==> src/rtl/uart_mmio.sv <==
// uart_mmio: memory-mapped 8N1 serial port for the 16-bit CPU I/O window.
//
// Optional feature macro: UART_RX_FIFO_EN
//   defined   -> receive storage is an RX_DEPTH-entry circular FIFO
//   undefined -> receive storage is a single holding register (depth 1)
//
// Parameters:
//   CLKS_PER_BIT  clock cycles per serial bit (4..65535)
//   RX_DEPTH      FIFO depth when UART_RX_FIFO_EN is defined (power of two, 2..16)
//
// Ports:
//   clk    system clock, rising edge
//   rst    synchronous active-high reset
//   sel    access targets this block this cycle
//   addr   0 = DATA register, 1 = STATUS register
//   we     write strobe (qualified by sel)
//   re     read strobe (qualified by sel)
//   wdata  write data, only [7:0] used
//   rdata  registered read data
//   txd    serial output, idle high
//   rxd    serial input, asynchronous to clk
//
// STATUS word: bit0 tx_ready, bit1 rx_avail, bit2 overrun (sticky),
//              bit3 frame_err (sticky), bits 15:4 zero.
module uart_mmio #(
  parameter int CLKS_PER_BIT = 434,
  parameter int RX_DEPTH     = 4
) (
  input  logic        clk,
  input  logic        rst,
  input  logic        sel,
  input  logic        addr,
  input  logic        we,
  input  logic        re,
  input  logic [15:0] wdata,
  output logic [15:0] rdata,
  output logic        txd,
  input  logic        rxd
);

  localparam logic [15:0] BIT_LAST  = 16'(CLKS_PER_BIT - 1);
  localparam logic [15:0] HALF_LAST = 16'(CLKS_PER_BIT / 2 - 1);

  typedef enum logic [1:0] {TX_IDLE, TX_START, TX_DATA, TX_STOP} tx_state_t;
  typedef enum logic [1:0] {RX_IDLE, RX_START, RX_DATA, RX_STOP} rx_state_t;

  tx_state_t   tx_state;
  logic [15:0] tx_cnt;
  logic [2:0]  tx_idx;
  logic [7:0]  tx_shift;

  rx_state_t   rx_state;
  logic [15:0] rx_cnt;
  logic [2:0]  rx_idx;
  logic [7:0]  rx_shift;
  logic        rxd_meta;
  logic        rxd_sync;
  logic        rxd_prev;
  logic        rx_push;
  logic        rx_ferr;
  logic [7:0]  rx_byte;

  logic        rx_avail;
  logic        rx_full;
  logic [7:0]  rx_head;
  logic        overrun;
  logic        frame_err;

  logic        tx_ready;
  logic        data_wr;
  logic        data_rd;
  logic        status_rd;
  logic        pop;
  logic        push_ok;
  logic        overrun_set;
  logic [15:0] status_word;

  logic        unused_ok;
  assign unused_ok = &{1'b0, wdata[15:8], RX_DEPTH[0]};

  assign tx_ready    = (tx_state == TX_IDLE);
  assign data_wr     = sel & we & ~addr;
  assign data_rd     = sel & re & ~addr;
  assign status_rd   = sel & re & addr;
  assign pop         = data_rd & rx_avail;
  // A full store still accepts a push when the same cycle pops the oldest byte.
  assign push_ok     = rx_push & (~rx_full | pop);
  assign overrun_set = rx_push & rx_full & ~pop;
  assign status_word = {12'h000, frame_err, overrun, rx_avail, tx_ready};

  // Transmitter: each state holds for CLKS_PER_BIT cycles; txd is registered
  // so it changes on the same edge as the state.
  always_ff @(posedge clk) begin
    if (rst) begin
      tx_state <= TX_IDLE;
      txd      <= 1'b1;
      tx_cnt   <= 16'd0;
      tx_idx   <= 3'd0;
      tx_shift <= 8'h00;
    end else begin
      case (tx_state)
        TX_IDLE: begin
          if (data_wr) begin
            tx_state <= TX_START;
            txd      <= 1'b0;
            tx_cnt   <= BIT_LAST;
            tx_shift <= wdata[7:0];
          end
        end
        TX_START: begin
          if (tx_cnt == 16'd0) begin
            tx_state <= TX_DATA;
            txd      <= tx_shift[0];
            tx_shift <= {1'b0, tx_shift[7:1]};
            tx_idx   <= 3'd0;
            tx_cnt   <= BIT_LAST;
          end else begin
            tx_cnt <= tx_cnt - 16'd1;
          end
        end
        TX_DATA: begin
          if (tx_cnt == 16'd0) begin
            tx_cnt <= BIT_LAST;
            if (tx_idx == 3'd7) begin
              tx_state <= TX_STOP;
              txd      <= 1'b1;
            end else begin
              txd      <= tx_shift[0];
              tx_shift <= {1'b0, tx_shift[7:1]};
              tx_idx   <= tx_idx + 3'd1;
            end
          end else begin
            tx_cnt <= tx_cnt - 16'd1;
          end
        end
        TX_STOP: begin
          if (tx_cnt == 16'd0) begin
            tx_state <= TX_IDLE;
          end else begin
            tx_cnt <= tx_cnt - 16'd1;
          end
        end
        default: begin
          tx_state <= TX_IDLE;
          txd      <= 1'b1;
        end
      endcase
    end
  end

  // Receiver: two-flop synchronizer, falling-edge start detect, half-bit
  // wait to reach the centre of the start bit, then full-bit steps.
  // Completed bytes and framing errors leave as one-cycle pulses.
  always_ff @(posedge clk) begin
    if (rst) begin
      rxd_meta <= 1'b1;
      rxd_sync <= 1'b1;
      rxd_prev <= 1'b1;
      rx_state <= RX_IDLE;
      rx_cnt   <= 16'd0;
      rx_idx   <= 3'd0;
      rx_shift <= 8'h00;
      rx_push  <= 1'b0;
      rx_ferr  <= 1'b0;
      rx_byte  <= 8'h00;
    end else begin
      rxd_meta <= rxd;
      rxd_sync <= rxd_meta;
      rxd_prev <= rxd_sync;
      rx_push  <= 1'b0;
      rx_ferr  <= 1'b0;
      case (rx_state)
        RX_IDLE: begin
          if (rxd_prev && !rxd_sync) begin
            rx_state <= RX_START;
            rx_cnt   <= HALF_LAST;
          end
        end
        RX_START: begin
          if (rx_cnt == 16'd0) begin
            if (rxd_sync) begin
              rx_state <= RX_IDLE;
            end else begin
              rx_state <= RX_DATA;
              rx_idx   <= 3'd0;
              rx_cnt   <= BIT_LAST;
            end
          end else begin
            rx_cnt <= rx_cnt - 16'd1;
          end
        end
        RX_DATA: begin
          if (rx_cnt == 16'd0) begin
            rx_shift <= {rxd_sync, rx_shift[7:1]};
            rx_cnt   <= BIT_LAST;
            if (rx_idx == 3'd7) begin
              rx_state <= RX_STOP;
            end else begin
              rx_idx <= rx_idx + 3'd1;
            end
          end else begin
            rx_cnt <= rx_cnt - 16'd1;
          end
        end
        RX_STOP: begin
          if (rx_cnt == 16'd0) begin
            rx_state <= RX_IDLE;
            if (rxd_sync) begin
              rx_push <= 1'b1;
              rx_byte <= rx_shift;
            end else begin
              rx_ferr <= 1'b1;
            end
          end else begin
            rx_cnt <= rx_cnt - 16'd1;
          end
        end
        default: rx_state <= RX_IDLE;
      endcase
    end
  end

`ifdef UART_RX_FIFO_EN
  localparam int PW = $clog2(RX_DEPTH);
  localparam int CW = PW + 1;

  logic [7:0]    fifo_mem [RX_DEPTH];
  logic [PW-1:0] wr_ptr;
  logic [PW-1:0] rd_ptr;
  logic [CW-1:0] count;

  assign rx_avail = (count != '0);
  assign rx_full  = (count == CW'(RX_DEPTH));
  assign rx_head  = fifo_mem[rd_ptr];

  // Circular FIFO; pointers wrap naturally because the depth is a power of two.
  always_ff @(posedge clk) begin
    if (rst) begin
      wr_ptr <= '0;
      rd_ptr <= '0;
      count  <= '0;
    end else begin
      if (push_ok) begin
        fifo_mem[wr_ptr] <= rx_byte;
        wr_ptr           <= wr_ptr + PW'(1);
      end
      if (pop) begin
        rd_ptr <= rd_ptr + PW'(1);
      end
      case ({push_ok, pop})
        2'b10:   count <= count + CW'(1);
        2'b01:   count <= count - CW'(1);
        default: count <= count;
      endcase
    end
  end
`else
  logic [7:0] hold_data;
  logic       hold_valid;

  assign rx_avail = hold_valid;
  assign rx_full  = hold_valid;
  assign rx_head  = hold_data;

  // Single holding register; a push in the same cycle as a pop refills it.
  always_ff @(posedge clk) begin
    if (rst) begin
      hold_data  <= 8'h00;
      hold_valid <= 1'b0;
    end else begin
      if (push_ok) begin
        hold_data  <= rx_byte;
        hold_valid <= 1'b1;
      end else if (pop) begin
        hold_valid <= 1'b0;
      end
    end
  end
`endif

  // Sticky error flags clear on a STATUS read unless a new error lands the
  // same cycle. rdata only changes on a read and is held otherwise.
  always_ff @(posedge clk) begin
    if (rst) begin
      overrun   <= 1'b0;
      frame_err <= 1'b0;
      rdata     <= 16'h0000;
    end else begin
      overrun   <= overrun_set | (overrun & ~status_rd);
      frame_err <= rx_ferr | (frame_err & ~status_rd);
      if (sel && re) begin
        if (addr) begin
          rdata <= status_word;
        end else if (rx_avail) begin
          rdata <= {8'h00, rx_head};
        end else begin
          rdata <= 16'h0000;
        end
      end
    end
  end

endmodule
==> config.mk <==
export PLATFORM = sky130hd
export DESIGN_NAME = uart_mmio
export DESIGN_NICKNAME = d
export VERILOG_FILES = /design/src/rtl/uart_mmio.sv
export SDC_FILE = /design/constraint.sdc
export NUM_CORES = 1
export LEC_CHECK = 0
export CAP_MARGIN = 20
export CORE_MARGIN = 2
export CORE_UTILIZATION = 50
export CTS_CLUSTER_SIZE = 20
export DETAILED_ROUTE_END_ITERATION = 12
export PLACE_DENSITY = 0.71
export SLEW_MARGIN = 25
export SYNTH_ARGS = -nofsm -noshare
export SYNTH_HDL_FRONTEND = slang
export SYNTH_SLANG_ARGS = --single-unit
==> constraint.sdc <==
create_clock -name clk -period 7.15 [get_ports clk]
set_input_delay 1.43 -clock clk [delete_from_list [all_inputs] [get_ports clk]]
set_output_delay 1.43 -clock clk [all_outputs]
set_load 0.05 [all_outputs]
==> impl_metrics.json, run 1 <==
{
  "synth_edf_count": 0,
  "drc": 0,
  "timing.final.hold_violations": 0,
  "grt_pass1_wl_um": 15800,
  "hold_depth": 1,
  "grt.total_usage_pct": 19.2,
  "p_per_area_nw_per_um2": 413,
  "nFillCells": 819,
  "critPathKind": "primary input to register",
  "r2r_start": "tx_cnt[0]",
  "setup_tns_ps": 0,
  "slew_violations": 0,
  "num_vias": 3707,
  "fmax_ghz": 0.300,
  "core_area_um2": 8720,
  "r2r_end": "tx_shift[6]",
  "cts_resized": 0,
  "synth.cell_area_um2": 4490,
  "max_stage_delay_ps": 610,
  "arrival_ps": 3540,
  "r2r_slack_ps": 4490,
  "crit_chain": "clkdlybuf4s50_1 > and3b_1 > nor2_1 > nor2_1 > and2_1 > a211oi_1",
  "ys_ff_latch": 91,
  "setup_viol": 0,
  "chipHeight_um": 98.8,
  "synth_ff_type": "dfxtp_1",
  "cts_tree": "built",
  "grt_setup_unrepaired": "false",
  "finalCriticalPeriod_ps": 3330,
  "drive_gt1_share_pct": 7.75,
  "crit_required_ps": 7360,
  "synthArstFlopShare_pct": 0,
  "fin_util_pct": 56.4,
  "port_buffers": 23,
  "path_clk_slew_ps": 100,
  "hold_buffers": 0,
  "cts_sinks": 91,
  "mostFrequentLayoutCells": "91 x dfxtp_1, 62 x nor2_1, 49 x nand2_1, 49 x a21oi_1, 22 x clkdlybuf4s50_1",
  "maxCapViolations": 0,
  "dpl.hpwl_um": 6340,
  "wirelength_um": 9120,
  "antennaDiodeCount": 0,
  "timing.clock.skew_ps": 13.4,
  "cts_max_level": 3,
  "area_growth_pct": 9.55,
  "crit_fanout": 13,
  "multiInputGateArea_um2": 2460,
  "min_from": "rxd_meta",
  "cts_setup_buffers": 0,
  "dr.pass1.iters": 4,
  "startpoint_type": "primary input",
  "final_common_cell": "dfxtp_1",
  "min_period_over_period_pct": 46.6,
  "cts_root_buf": "clkbuf_8",
  "ys_seq_area_share_pct": 40.5,
  "row_count": 34,
  "top_level_ports": 40,
  "outcome": "completed",
  "grt_pass1_vias": 3574,
  "drt_iter0_markers": 204,
  "end_kind": "register",
  "initial_core_util_pct": 51.5,
  "maxSlewHeadroom_pct": 54.4,
  "cp.buffers_inverters": 1,
  "min_to": "rxd_sync",
  "cts_buffer_depth": 2,
  "gp_congestion": 0.871,
  "final_antenna_net_count": 0,
  "crit_slowest_cell": "clkdlybuf4s50_1",
  "critical-path-top-delay-family": "simple AND/OR/NAND/NOR gates",
  "reg2reg_depth": 7,
  "tightestPinTransition_ps": 683,
  "die_w_um": 98.8,
  "clk_latency_ps": 360,
  "grt_start_max_net_pins": 69,
  "cts_buffers": 9,
  "viasPerCell": 5.70,
  "worstHoldPathType": "register to register",
  "regArea_um2": 1820,
  "syn_avg_cell_area_um2": 8.49,
  "ys_types": 68,
  "syn-instance-count": 529,
  "routedWlPerCell_um": 14.0,
  "vdd_ir_drop_max_mv": 0.249,
  "antenna_found_initial": 0,
  "finalNonFillerCells": 650,
  "dieArea_um2": 9760,
  "globalRouteOverflowTotal": 0,
  "dp_cells": 634,
  "p_leak_nw": 1.77,
  "layout.nets": 574,
  "yosys_warnings": 0,
  "crit_top_cell": "nor2_1"
}
[metrics by stage]
stage / hold slack [ps] / setup WS, ps / power (mW) / area, um^2
detailed placement: 398 / 3470 / 1.68 / 4720
CTS: 422 / 3860 / 2.04 / 4920
global placement: 393 / 3500 / 1.66 / 4720
global route: 426 / 3720 / 2.19 / 4920
floorplan: 389 / 4390 / 1.51 / 4520
finish: 419 / 3820 / 2.03 / 4920
[cells in the mapped netlist (3+ instances only)]
cell,n,share of area (%)
dfxtp_1,91,41
nor2_1,62,5.2
a21oi_1,49,5.5
nand2_1,49,4.1
clkbuf_1,20,1.7
mux2i_1,20,4.5
inv_1,17,1.4
ha_1,14,3.9
nand3_1,14,1.6
o21ai_0,13,1.4
a211oi_1,12,2.0
nor3_1,12,1.3
xnor2_1,9,1.8
buf_4,8,1.3
o211ai_1,8,1.3
a21o_1,7,1.2
a22oi_1,7,1.2
nand2b_1,7,0.97
nor4_1,7,0.97
or2_2,7,0.97
a31oi_1,6,0.84
and2_1,6,0.84
buf_2,5,0.56
nand4_1,5,0.70
a2111oi_0,4,0.78
or4_1,4,0.67
xor2_1,4,0.78
a22o_1,3,0.58
and3_1,3,0.42
o2111ai_1,3,0.58
o22ai_1,3,0.42
or3_1,3,0.42
[cell type report]
| class | instances | share of cell area (%) |
|---|---|---|
| clock buffer | 9 | 2.52 |
| clock inverter | 7 | 1.60 |
| inverter | 17 | 1.30 |
| multi-input combinational | 393 | 49.9 |
| sequential | 91 | 37.0 |
| tap | 108 | 2.75 |
| timing repair buffer | 25 | 4.88 |
[metal layers]
layer	global-route usage (%)	share of wire (%)	vias up
li1	-	-	1903
met1	25.5	49	1742
met2	31.7	48	58
met3	3.97	2.9	4
met4	5.58	0.65	0
met5	0	0	-
[worst max-delay path by stage]
stage,slack (ps),to,start,cells past startpoint
floorplan,4390,tx_cnt[12],addr,6
global placement,3500,tx_shift[6],addr,6
detailed placement,3470,tx_shift[1],addr,6
CTS,3860,tx_shift[6],addr,6
global route,3720,tx_shift[1],addr,6
finish,3820,tx_shift[6],addr,6
[state kept, by name, summed over array words and instances, names as in the netlist, named ones only]
| signal | count |
|---|---|
| rx_state | 1 |
| rx_ferr | 1 |
| hold_valid | 1 |
| rxd_sync | 1 |
| rx_idx | 3 |
| tx_shift | 8 |
| rx_byte | 8 |
| tx_state | 2 |
| tx_idx | 3 |
| overrun | 1 |
| hold_data | 8 |
| rxd_prev | 1 |
| rdata | 8 |
| rx_cnt | 16 |
| rxd_meta | 1 |
| rx_push | 1 |
| rx_shift | 8 |
| tx_cnt | 16 |
| frame_err | 1 |
| txd | 1 |
[logic make-up (layout without fill, tap and decap cells)]
group	count (synthesis)	after routing	synth area share, %
buf+inv	52	58	5.32
compound gates	134	134	19.9
xor+xnor	13	13	2.53
mux	21	21	4.71
other cells	1	8	0.0835
flops	91	91	40.5
simple gates	203	203	23.0
fa+ha+maj	14	14	3.90
[report_power, final]
| part | total [mW] | leakage (nW) | internal [mW] | switching, mW |
|---|---|---|---|---|
| registers | 0.697 | 0.739 | 0.600 | 0.0970 |
| clock network | 0.345 | 0.102 | 0.138 | 0.206 |
| logic | 0.993 | 0.924 | 0.376 | 0.616 |
(Power assumes the default switching activity.)
==> run 2, diff against run 1 <==
- PLACE_DENSITY: 0.71 -> 0.73
- clock period: 7.15 -> 2.7 ns (I/O delays scaled with it)
==> impl_metrics.json, run 2 (same netlist as run 1, synthesis figures left out) <==
{
  "tightestPinTransition_ps": 724,
  "top_usage_layer": "met2",
  "final_cell_area_um2": 5040,
  "top_level_ports": 40,
  "cts_root_buf": "clkbuf_8",
  "fmax_ghz": 0.414,
  "vdd_ir_drop_max_mv": 0.682,
  "clk_latency_ps": 360,
  "layout.nets": 590,
  "met2_usage_pct": 33.2,
  "met1_usage_pct": 25.8,
  "dpl.hpwl_um": 6670,
  "gp_congestion": 0.903,
  "r2r_slack_ps": 280,
  "globalRouteOverflowTotal": 0,
  "cts_buffers": 9,
  "p_per_area_nw_per_um2": 1120,
  "grt_start_max_net_pins": 29,
  "viasPerCell": 5.74,
  "fin_total_pwr_mw": 5.65,
  "grt_setup_unrepaired": "false",
  "setup_tns_ps": 0,
  "crit_required_ps": 2950,
  "placed_cell_area_um2": 4840,
  "antenna_found_initial": 0,
  "grt.total_usage_pct": 20.0,
  "area_growth_pct": 12.3,
  "chipHeight_um": 98.8,
  "crit_fanout": 5,
  "cts_setup_buffers": 0,
  "mostFrequentLayoutCells": "91 x dfxtp_1, 62 x nor2_1, 49 x nand2_1, 49 x a21oi_1, 22 x clkdlybuf4s50_1",
  "final_antenna_net_count": 0,
  "antennaDiodeCount": 0,
  "outcome": "completed",
  "grt_pass1_wl_um": 16400,
  "startpoint_type": "register",
  "critPathKind": "register to register",
  "routedWlPerCell_um": 14.0,
  "groute.layer.met3.usage_pct": 4.68,
  "finalCriticalPeriod_ps": 2420,
  "min_period_over_period_pct": 89.6,
  "setup_viol": 0,
  "arrival_ps": 2670,
  "worstHoldPathType": "register to register",
  "timing.final.hold_violations": 0,
  "largestRegisters": "rx_cnt (16), tx_cnt (16)",
  "drt_iter0_markers": 146,
  "port_buffers": 23,
  "drive_gt1_share_pct": 10.6,
  "maxCapViolations": 0,
  "timing.clock.skew_ps": 11.9,
  "drc": 0,
  "grt_pass1_vias": 3623,
  "core_area_um2": 8720,
  "dieArea_um2": 9760,
  "dr.pass1.iters": 4,
  "p_leak_nw": 1.84,
  "cts_buffer_depth": 2,
  "num_vias": 3823,
  "final_common_cell": "dfxtp_1",
  "slew_violations": 0,
  "cts_max_level": 3,
  "die_w_um": 98.8,
  "maxSlewHeadroom_pct": 51.7,
  "wirelength_um": 9360,
  "end_kind": "register",
  "cts_sinks": 91,
  "path_clk_slew_ps": 100,
  "initial_core_util_pct": 51.5,
  "row_count": 34,
  "cts_tree": "built"
}
==> run 2: changes by cell type in the layout (fill, tap and decap cells not counted), moves of 2 or more <==
cell,previous run,this run
buf_4,2,18
clkinv_4,2,0
clkinv_8,2,0
clkinvlp_4,0,2
==> run 2: per-layer routing <==
layer,part of all wire (%),up-vias
li1,-,1936
met1,47,1819
met2,48,57
met3,3.5,11
met4,1.3,0
met5,0,-
==> run 2: metrics by stage <==
step	hold slack, ps	std cells	util, %	worst slack, ps
finish	419	666	57.8	282
detailed placement	398	650	55.5	205
global placement	392	650	55.5	200
floorplan	389	536	-	369
CTS	422	666	57.7	244
global route	433	666	57.8	66.5
==> run 2: what timing repair did <==
| item | in CTS | in global routing |
|---|---|---|
| setup endpoints to repair | 0 | 4 |
| resized for setup | 0 | 2 |
| hold buffers | 0 | 0 |
==> run 2: final cells by class <==
type	instances	area, um^2
timing repair buffer	41	360
inverter	17	63.8
fill	796	3680
clock inverter	6	55.1
tap	108	135
multi-input combinational	393	2470
sequential	91	1820
clock buffer	10	138
==> run 2: final timing paths <==
path	start	end	cells past startpoint
max	rx_cnt[0]	rx_cnt[9]	8
min	rxd_meta	rxd_sync	1
max reg2reg	rx_cnt[0]	rx_cnt[9]	8
min reg2reg	rxd_meta	rxd_sync	1
==> run 2: critical path: stages, from the launching register on <==
cell      delay, ps
dfxtp_1         350
inv_1            90
ha_1            210
or4b_1          480
buf_4           190
or2_2           310
o211ai_1        330
o32ai_1         150
a31o_1          200
==> run 2: power by group <==
part,internal [mW],leakage (nW),switching [mW]
Clock,0.379,0.0934,0.519
Sequential,1.59,0.739,0.255
Combinational,1.21,1.01,1.70
Total,3.18,1.84,2.47
